<file path="src/rtl/vx_mem_perf_collector.sv">
// Passive memory-bus perf collector: counts accepted reads/writes and integrates outstanding reads.
// Define MEM_PERF_MAX_LAT_EN to add per-tag timestamps and a worst-case read latency tracker.
module vx_mem_perf_collector #(
  parameter int unsigned CTR_BITS    = 44,
  parameter int unsigned TAG_WIDTH   = 4,
  parameter int unsigned MAX_PENDING = 64,
  parameter int unsigned LAT_BITS    = 16
) (
  input  logic                               clk,
  input  logic                               reset_n,
  input  logic                               clear,
  input  logic                               mem_req_valid,
  input  logic                               mem_req_ready,
  input  logic                               mem_req_rw,
  input  logic [TAG_WIDTH-1:0]               mem_req_tag,
  input  logic                               mem_rsp_valid,
  input  logic                               mem_rsp_ready,
  input  logic [TAG_WIDTH-1:0]               mem_rsp_tag,
  output logic [CTR_BITS-1:0]                mem_reads,
  output logic [CTR_BITS-1:0]                mem_writes,
  output logic [CTR_BITS-1:0]                mem_latency,
  output logic [$clog2(MAX_PENDING+1)-1:0]   pending_reads,
  output logic                               err,
  output logic [LAT_BITS-1:0]                max_latency
);

  localparam int unsigned PendBits = $clog2(MAX_PENDING + 1);
  localparam logic [PendBits-1:0] PendMax = PendBits'(MAX_PENDING);

  logic req_fire, rd_fire, wr_fire, rsp_fire;

  logic [CTR_BITS-1:0] reads_q, reads_d;
  logic [CTR_BITS-1:0] writes_q, writes_d;
  logic [CTR_BITS-1:0] lat_q, lat_d;
  logic [CTR_BITS:0]   lat_sum;
  logic [PendBits-1:0] pend_q, pend_d;
  logic                err_q, err_d;

  assign req_fire = mem_req_valid & mem_req_ready;
  assign rd_fire  = req_fire & ~mem_req_rw;
  assign wr_fire  = req_fire & mem_req_rw;
  assign rsp_fire = mem_rsp_valid & mem_rsp_ready;

  // Extra carry bit detects saturation of the latency integrator.
  assign lat_sum = {1'b0, lat_q} + (CTR_BITS + 1)'(pend_q);

  always_comb begin
    reads_d  = reads_q;
    writes_d = writes_q;
    lat_d    = lat_q;
    pend_d   = pend_q;
    err_d    = err_q;

    // Pending tracker follows the bus even while counters are being cleared.
    if (rd_fire && !rsp_fire) begin
      if (pend_q == PendMax) begin
        err_d = 1'b1;
      end else begin
        pend_d = pend_q + PendBits'(1);
      end
    end else if (rsp_fire && !rd_fire) begin
      if (pend_q == '0) begin
        err_d = 1'b1;
      end else begin
        pend_d = pend_q - PendBits'(1);
      end
    end

    if (clear) begin
      reads_d  = CTR_BITS'(rd_fire);
      writes_d = CTR_BITS'(wr_fire);
      lat_d    = '0;
      err_d    = 1'b0;
    end else begin
      if (rd_fire && (reads_q != '1)) begin
        reads_d = reads_q + CTR_BITS'(1);
      end
      if (wr_fire && (writes_q != '1)) begin
        writes_d = writes_q + CTR_BITS'(1);
      end
      lat_d = lat_sum[CTR_BITS] ? '1 : lat_sum[CTR_BITS-1:0];
    end
  end

  always_ff @(posedge clk or negedge reset_n) begin
    if (!reset_n) begin
      reads_q  <= '0;
      writes_q <= '0;
      lat_q    <= '0;
      pend_q   <= '0;
      err_q    <= 1'b0;
    end else begin
      reads_q  <= reads_d;
      writes_q <= writes_d;
      lat_q    <= lat_d;
      pend_q   <= pend_d;
      err_q    <= err_d;
    end
  end

  assign mem_reads     = reads_q;
  assign mem_writes    = writes_q;
  assign mem_latency   = lat_q;
  assign pending_reads = pend_q;
  assign err           = err_q;

`ifdef MEM_PERF_MAX_LAT_EN
  localparam int unsigned NumTags = 1 << TAG_WIDTH;

  logic [LAT_BITS-1:0] now_q;
  logic [LAT_BITS-1:0] stamp_q [NumTags];
  logic [LAT_BITS-1:0] max_q, max_d;
  logic [LAT_BITS-1:0] rsp_lat;

  // Reads the old stamp, so a same-cycle read reusing the tag cannot corrupt it.
  assign rsp_lat = now_q - stamp_q[mem_rsp_tag];

  always_comb begin
    max_d = max_q;
    if (clear) begin
      max_d = '0;
    end else if (rsp_fire && (rsp_lat > max_q)) begin
      max_d = rsp_lat;
    end
  end

  always_ff @(posedge clk or negedge reset_n) begin
    if (!reset_n) begin
      now_q <= '0;
      max_q <= '0;
      for (int i = 0; i < NumTags; i++) begin
        stamp_q[i] <= '0;
      end
    end else begin
      now_q <= now_q + LAT_BITS'(1);
      max_q <= max_d;
      if (rd_fire) begin
        stamp_q[mem_req_tag] <= now_q;
      end
    end
  end

  assign max_latency = max_q;
`else
  logic unused_tags;

  assign unused_tags = ^{mem_req_tag, mem_rsp_tag};
  assign max_latency = '0;
`endif

endmodule
</file>
<file path="config.mk">
export PLATFORM = sky130hd
export DESIGN_NAME = vx_mem_perf_collector
export DESIGN_NICKNAME = d
export VERILOG_FILES = /design/src/rtl/vx_mem_perf_collector.sv
export SDC_FILE = /design/constraint.sdc
export NUM_CORES = 1
export LEC_CHECK = 0
export BUFFER_PORTS_ARGS = -buffer_cell sky130_fd_sc_hd__buf_4
export CAP_MARGIN = 20
export CORE_MARGIN = 10
export CORE_UTILIZATION = 40
export CTS_CLUSTER_SIZE = 20
export DETAILED_ROUTE_END_ITERATION = 10
export GPL_ROUTABILITY_DRIVEN = 0
export GPL_TIMING_DRIVEN = 0
export PLACE_DENSITY = 0.6
export SLEW_MARGIN = 20
export SYNTH_ARGS = -nofsm -noshare
export SYNTH_HDL_FRONTEND = slang
export SYNTH_SLANG_ARGS = --single-unit
</file>
<file path="constraint.sdc">
create_clock -name clk -period 3.5 [get_ports clk]
set_input_delay 0.7 -clock clk [delete_from_list [all_inputs] [get_ports clk]]
set_output_delay 0.7 -clock clk [all_outputs]
set_load 0.01 [all_outputs]
</file>
==> metrics.txt <==
# TYPE chip_impl_metric gauge
chip_impl_metric{name="maxCapViolations",unit=""} 0
chip_impl_metric{name="cts.clk_slew.worst_paths",unit="ps"} 60
chip_impl_metric{name="route.antenna.remaining_nets",unit=""} 0
chip_impl_metric{name="top_level_ports",unit=""} 172
chip_impl_metric{name="rows",unit=""} 51
chip_impl_metric{name="dr_total_vias",unit=""} 7194
chip_impl_metric{name="fin_worst_skew",unit="ps"} 10.01
chip_impl_metric{name="fill_cells",unit=""} 1869
chip_impl_metric{name="final.period_utilization",unit=""} 0.8882
chip_impl_metric{name="cp.required",unit="ps"} 3840
chip_impl_metric{name="grt_usage",unit=""} 0.1768
chip_impl_metric{name="number_of_inserted_diodes",unit=""} 0
chip_impl_metric{name="cts_htree_levels",unit=""} 4
chip_impl_metric{name="avgViaCountPerCell",unit=""} 5.405
chip_impl_metric{name="place_ws",unit="ps"} 93.97
chip_impl_metric{name="yosysUniqueCellTypes",unit=""} 58
chip_impl_metric{name="proportion_of_synthesized_area_in_mux_cells",unit=""} 0.005303
chip_impl_info{name="yosysMostFrequentCell",value="sky130_fd_sc_hd__dfrtp_1"} 1
chip_impl_metric{name="grt_pass1_vias",unit=""} 7237
chip_impl_metric{name="syn2layout_area_growth",unit="%"} 26.09
chip_impl_metric{name="synth-edff-count",unit=""} 0
chip_impl_metric{name="clock_network_fraction_of_design_power",unit=""} 0.381
chip_impl_metric{name="finalSetupViolations",unit=""} 0
chip_impl_metric{name="synth.yosys.seq_area_share",unit=""} 0.4367
chip_impl_metric{name="fin_nets",unit=""} 1089
chip_impl_metric{name="chipHeight",unit="um"} 161.6
chip_impl_info{name="synth_common_cells",value="sky130_fd_sc_hd__dfrtp_1, sky130_fd_sc_hd__nor2_1, sky130_fd_sc_hd__a21oi_1"} 1
chip_impl_metric{name="hold_buffers",unit=""} 0
chip_impl_metric{name="post_drt_wl_per_cell",unit="um"} 17.46
chip_impl_metric{name="reg2reg_depth",unit=""} 9
chip_impl_metric{name="cts_made_buffers",unit=""} 17
chip_impl_info{name="hold_path.class",value="input pin to asynchronous set/reset pin"} 1
chip_impl_metric{name="start_util",unit=""} 0.4095
chip_impl_info{name="ys_top_cells_by_area",value="sky130_fd_sc_hd__dfrtp_1, sky130_fd_sc_hd__xor2_1, sky130_fd_sc_hd__nor2_1"} 1
chip_impl_metric{name="power.share.sequential",unit=""} 0.404
chip_impl_metric{name="placedInstanceArea",unit="um^2"} 9554
chip_impl_metric{name="synthesis.area",unit="um^2"} 8023
chip_impl_metric{name="synth_simple_gate_area_share",unit=""} 0.2754
chip_impl_metric{name="clk-insertion-delay-late",unit="ps"} 430
chip_impl_metric{name="design.core.area",unit="um^2"} 19590
chip_impl_metric{name="sequential_cell_area",unit="um^2"} 3503
chip_impl_metric{name="dp.final_hpwl",unit="um"} 16930
chip_impl_metric{name="multiInputGateArea",unit="um^2"} 4233
chip_impl_metric{name="netSwitchingFraction",unit=""} 0.2942
chip_impl_metric{name="slew_headroom",unit=""} 0.3699
chip_impl_metric{name="yosys.area_share.adder",unit=""} 0.02994
chip_impl_metric{name="synth.top_cell.area_share",unit=""} 0.4367
chip_impl_metric{name="power.combinational.fraction",unit=""} 0.215
chip_impl_metric{name="drt-total-wl",unit="um"} 23230
chip_impl_info{name="outcome",value="complete, no violations"} 1
chip_impl_metric{name="grt_max_degree",unit=""} 83
chip_impl_metric{name="report.final.slew_viol_count",unit=""} 0
chip_impl_metric{name="grt_antenna_before_repair",unit=""} 0
chip_impl_metric{name="remaining_drc_errors",unit=""} 0
chip_impl_info{name="synth_top_family_by_area",value="simple AND/OR/NAND/NOR gates"} 1
chip_impl_info{name="synth-main-ff-cell",value="sky130_fd_sc_hd__dfrtp_1"} 1
chip_impl_metric{name="grt_first_pass_wirelength",unit="um"} 38070
chip_impl_info{name="critical_path.slowest_cell",value="sky130_fd_sc_hd__nor4_4"} 1
chip_impl_metric{name="cp_data_arrival_time",unit="ps"} 3450
chip_impl_info{name="timing.critical_path.cells",value="ha_1, fa_1, a211oi_1, o21ai_0, nand2_1, nor4_4, inv_1, clkbuf_1, a21oi_1"} 1
chip_impl_metric{name="synth_compound_gate_area_share",unit=""} 0.09872
chip_impl_metric{name="port_buffers",unit=""} 146
chip_impl_metric{name="synth_async_sr_flop_share",unit=""} 1.000
chip_impl_metric{name="synth.ff_latch_count",unit=""} 140
chip_impl_metric{name="die_width",unit="um"} 161.6
chip_impl_metric{name="dieArea",unit="um^2"} 26120
chip_impl_metric{name="fmaxAchievable",unit="MHz"} 321.7
chip_impl_metric{name="worstSetupPathDepth",unit=""} 9
chip_impl_info{name="cts_tree",value="yes"} 1
chip_impl_metric{name="synth_xor_area_frac",unit=""} 0.1081
chip_impl_metric{name="max-vdd-ir-drop",unit="V"} 0.0003363
chip_impl_metric{name="cts.sinks",unit=""} 140
chip_impl_metric{name="timing_worst_slew_pin_value",unit="ps"} 936.5
chip_impl_metric{name="final.setup.worst_slack",unit="ps"} 391.2
chip_impl_metric{name="ctsLongestPathBuffers",unit=""} 2
chip_impl_metric{name="post_route_cells_drive_above_1_share",unit=""} 0.2026
chip_impl_metric{name="p_leak",unit="nW"} 4.434
chip_impl_metric{name="crit_path_time_final",unit="ps"} 3109
chip_impl_metric{name="global_route.overflow_total",unit=""} 0
chip_impl_metric{name="netlist_instances",unit=""} 874
chip_impl_metric{name="avgSynthCellArea",unit="um^2"} 9.179
chip_impl_info{name="biggest_area_consumer_among_synthesized_cells",value="sky130_fd_sc_hd__dfrtp_1"} 1
chip_impl_metric{name="final-hold-violation-count",unit=""} 0
chip_impl_metric{name="yosys_warnings",unit=""} 0
chip_impl_info{name="critPathKind",value="flop to flop"} 1
chip_impl_info{name="clock_tree.root_cell",value="sky130_fd_sc_hd__clkbuf_16"} 1
chip_impl_metric{name="switchingPower",unit="mW"} 1.325
chip_impl_info{name="cp-start-kind",value="flop"} 1
chip_impl_metric{name="timing.critical_path.buf_inv",unit=""} 2
chip_impl_metric{name="cell_internal_pwr",unit="mW"} 3.178
chip_impl_metric{name="dr.first_iter.drc_count",unit=""} 378
chip_impl_metric{name="power_density",unit="nW/um^2"} 445.0
chip_impl_metric{name="final_cells",unit=""} 1331
chip_impl_metric{name="final_cell_area",unit="um^2"} 10120
chip_impl_metric{name="dp.cells",unit=""} 1301
chip_impl_info{name="unrepaired_setup_endpoints_after_global_routing",value="no"} 1
chip_impl_metric{name="drt_pass1_iterations",unit=""} 4
chip_impl_metric{name="critPathMaxStageDelay",unit="ps"} 580
chip_impl_metric{name="worstPathMaxFanout",unit=""} 10
chip_impl_info{name="critPathTopFamily",value="simple AND/OR/NAND/NOR gates"} 1
chip_impl_info{name="timing.critical_path.to_type",value="flop"} 1
## kinds of logic after synthesis
family / after synthesis
other: 1
xor gates and xnor gates: 99
and+or+nand+nor: 413
buffers and inverters: 71
muxes: 4
DFF: 140
adders and majority gates: 18
AOI/OAI and AO/OA: 128
## layout make-up
cell class	instances	area share
plain buffers	55	0.03006
clock buffers	23	0.04824
clock inverters	7	0.006432
inverters	16	0.005937
multi-input cells	678	0.4184
flip-flops and latches	140	0.3463
well taps	265	0.03278
repair buffers	147	0.1118
## worst reg2reg max path: cells and delay by family, from the launching register on
family	cells	cell delay (ps)
AND/OR/NAND/NOR	2	850
adder cells (fa/ha/maj)	2	490
flip-flops	1	500
buffers and inverters	2	450
AO/OA/AOI/OAI	3	740
## flip-flops by register name, indices dropped and copies added (netlist names)
register,cells
err,1
mem_latency,44
mem_reads,44
pending_reads,7
mem_writes,44
## power groups by stage
stage | logic [mW] | clock network (mW) | registers, mW
4_1_cts | 0.978 | 1.76 | 1.82
6_report | 0.966 | 1.72 | 1.82
3_3_place_gp | 0.951 | 0 | 1.84
2_1_floorplan | 0.627 | 0 | 1.85
3_5_place_dp | 0.971 | 0 | 1.85
5_1_grt | 1.11 | 1.83 | 1.83
## layout by cell type (no fill, tap or decap), drive strengths merged, types with 10 or more instances in the layout
| cell type | count |
|---|---|
| o2111ai | 12 |
| or3 | 16 |
| nand4 | 44 |
| nor4 | 24 |
| conb | 16 |
| dfrtp | 140 |
| o21ai | 26 |
| and2 | 11 |
| and3 | 23 |
| ha | 16 |
| a21oi | 58 |
| nor3 | 33 |
| nor2 | 106 |
| inv | 16 |
| nand2 | 51 |
| clkbuf | 56 |
| xor2 | 56 |
| or4 | 10 |
| nand3 | 45 |
| xnor2 | 43 |
| and4 | 16 |
| buf | 169 |
## final timing paths
kind                                        from         endpoint  slack, ps
min in group clk                             err              err        500
worst max register to register  pending_reads[0]  mem_latency[16]        390
worst max-delay path            pending_reads[0]  mem_latency[16]        390
max in group asynchronous                reset_n  mem_latency[43]       2520
worst min-delay path                     reset_n  mem_latency[20]        180
worst min register to register               err              err        500
## routing by layer
metal | track usage | vias to the layer above | routed length, um
met4 | 0.05335 | 0 | 291
met5 | 0 | - | 0
li1 | - | 3493 | -
met2 | 0.2776 | 202 | 10800
met3 | 0.05160 | 25 | 1485
met1 | 0.2304 | 3474 | 10660
## metrics by stage
| step | TNS [ps] | power, mW | utilization | hold WS [ps] |
|---|---|---|---|---|
| after floorplan | 0 | 2.479 | - | 404.4 |
| after global placement | -2863 | 2.794 | 0.4853 | 481.5 |
| after detailed placement | 0 | 2.816 | 0.4877 | 489.9 |
| after CTS | 0 | 4.552 | 0.5159 | 210.0 |
| after global routing | 0 | 4.775 | 0.5164 | 222.2 |
| final | 0 | 4.502 | 0.5164 | 180.7 |
## repair_timing
item / CTS / global route
buffers inserted: 0 / 0
resized for setup: 0 / 1
endpoints found under the setup margin: 0 / 9
(Power assumes the default switching activity.)
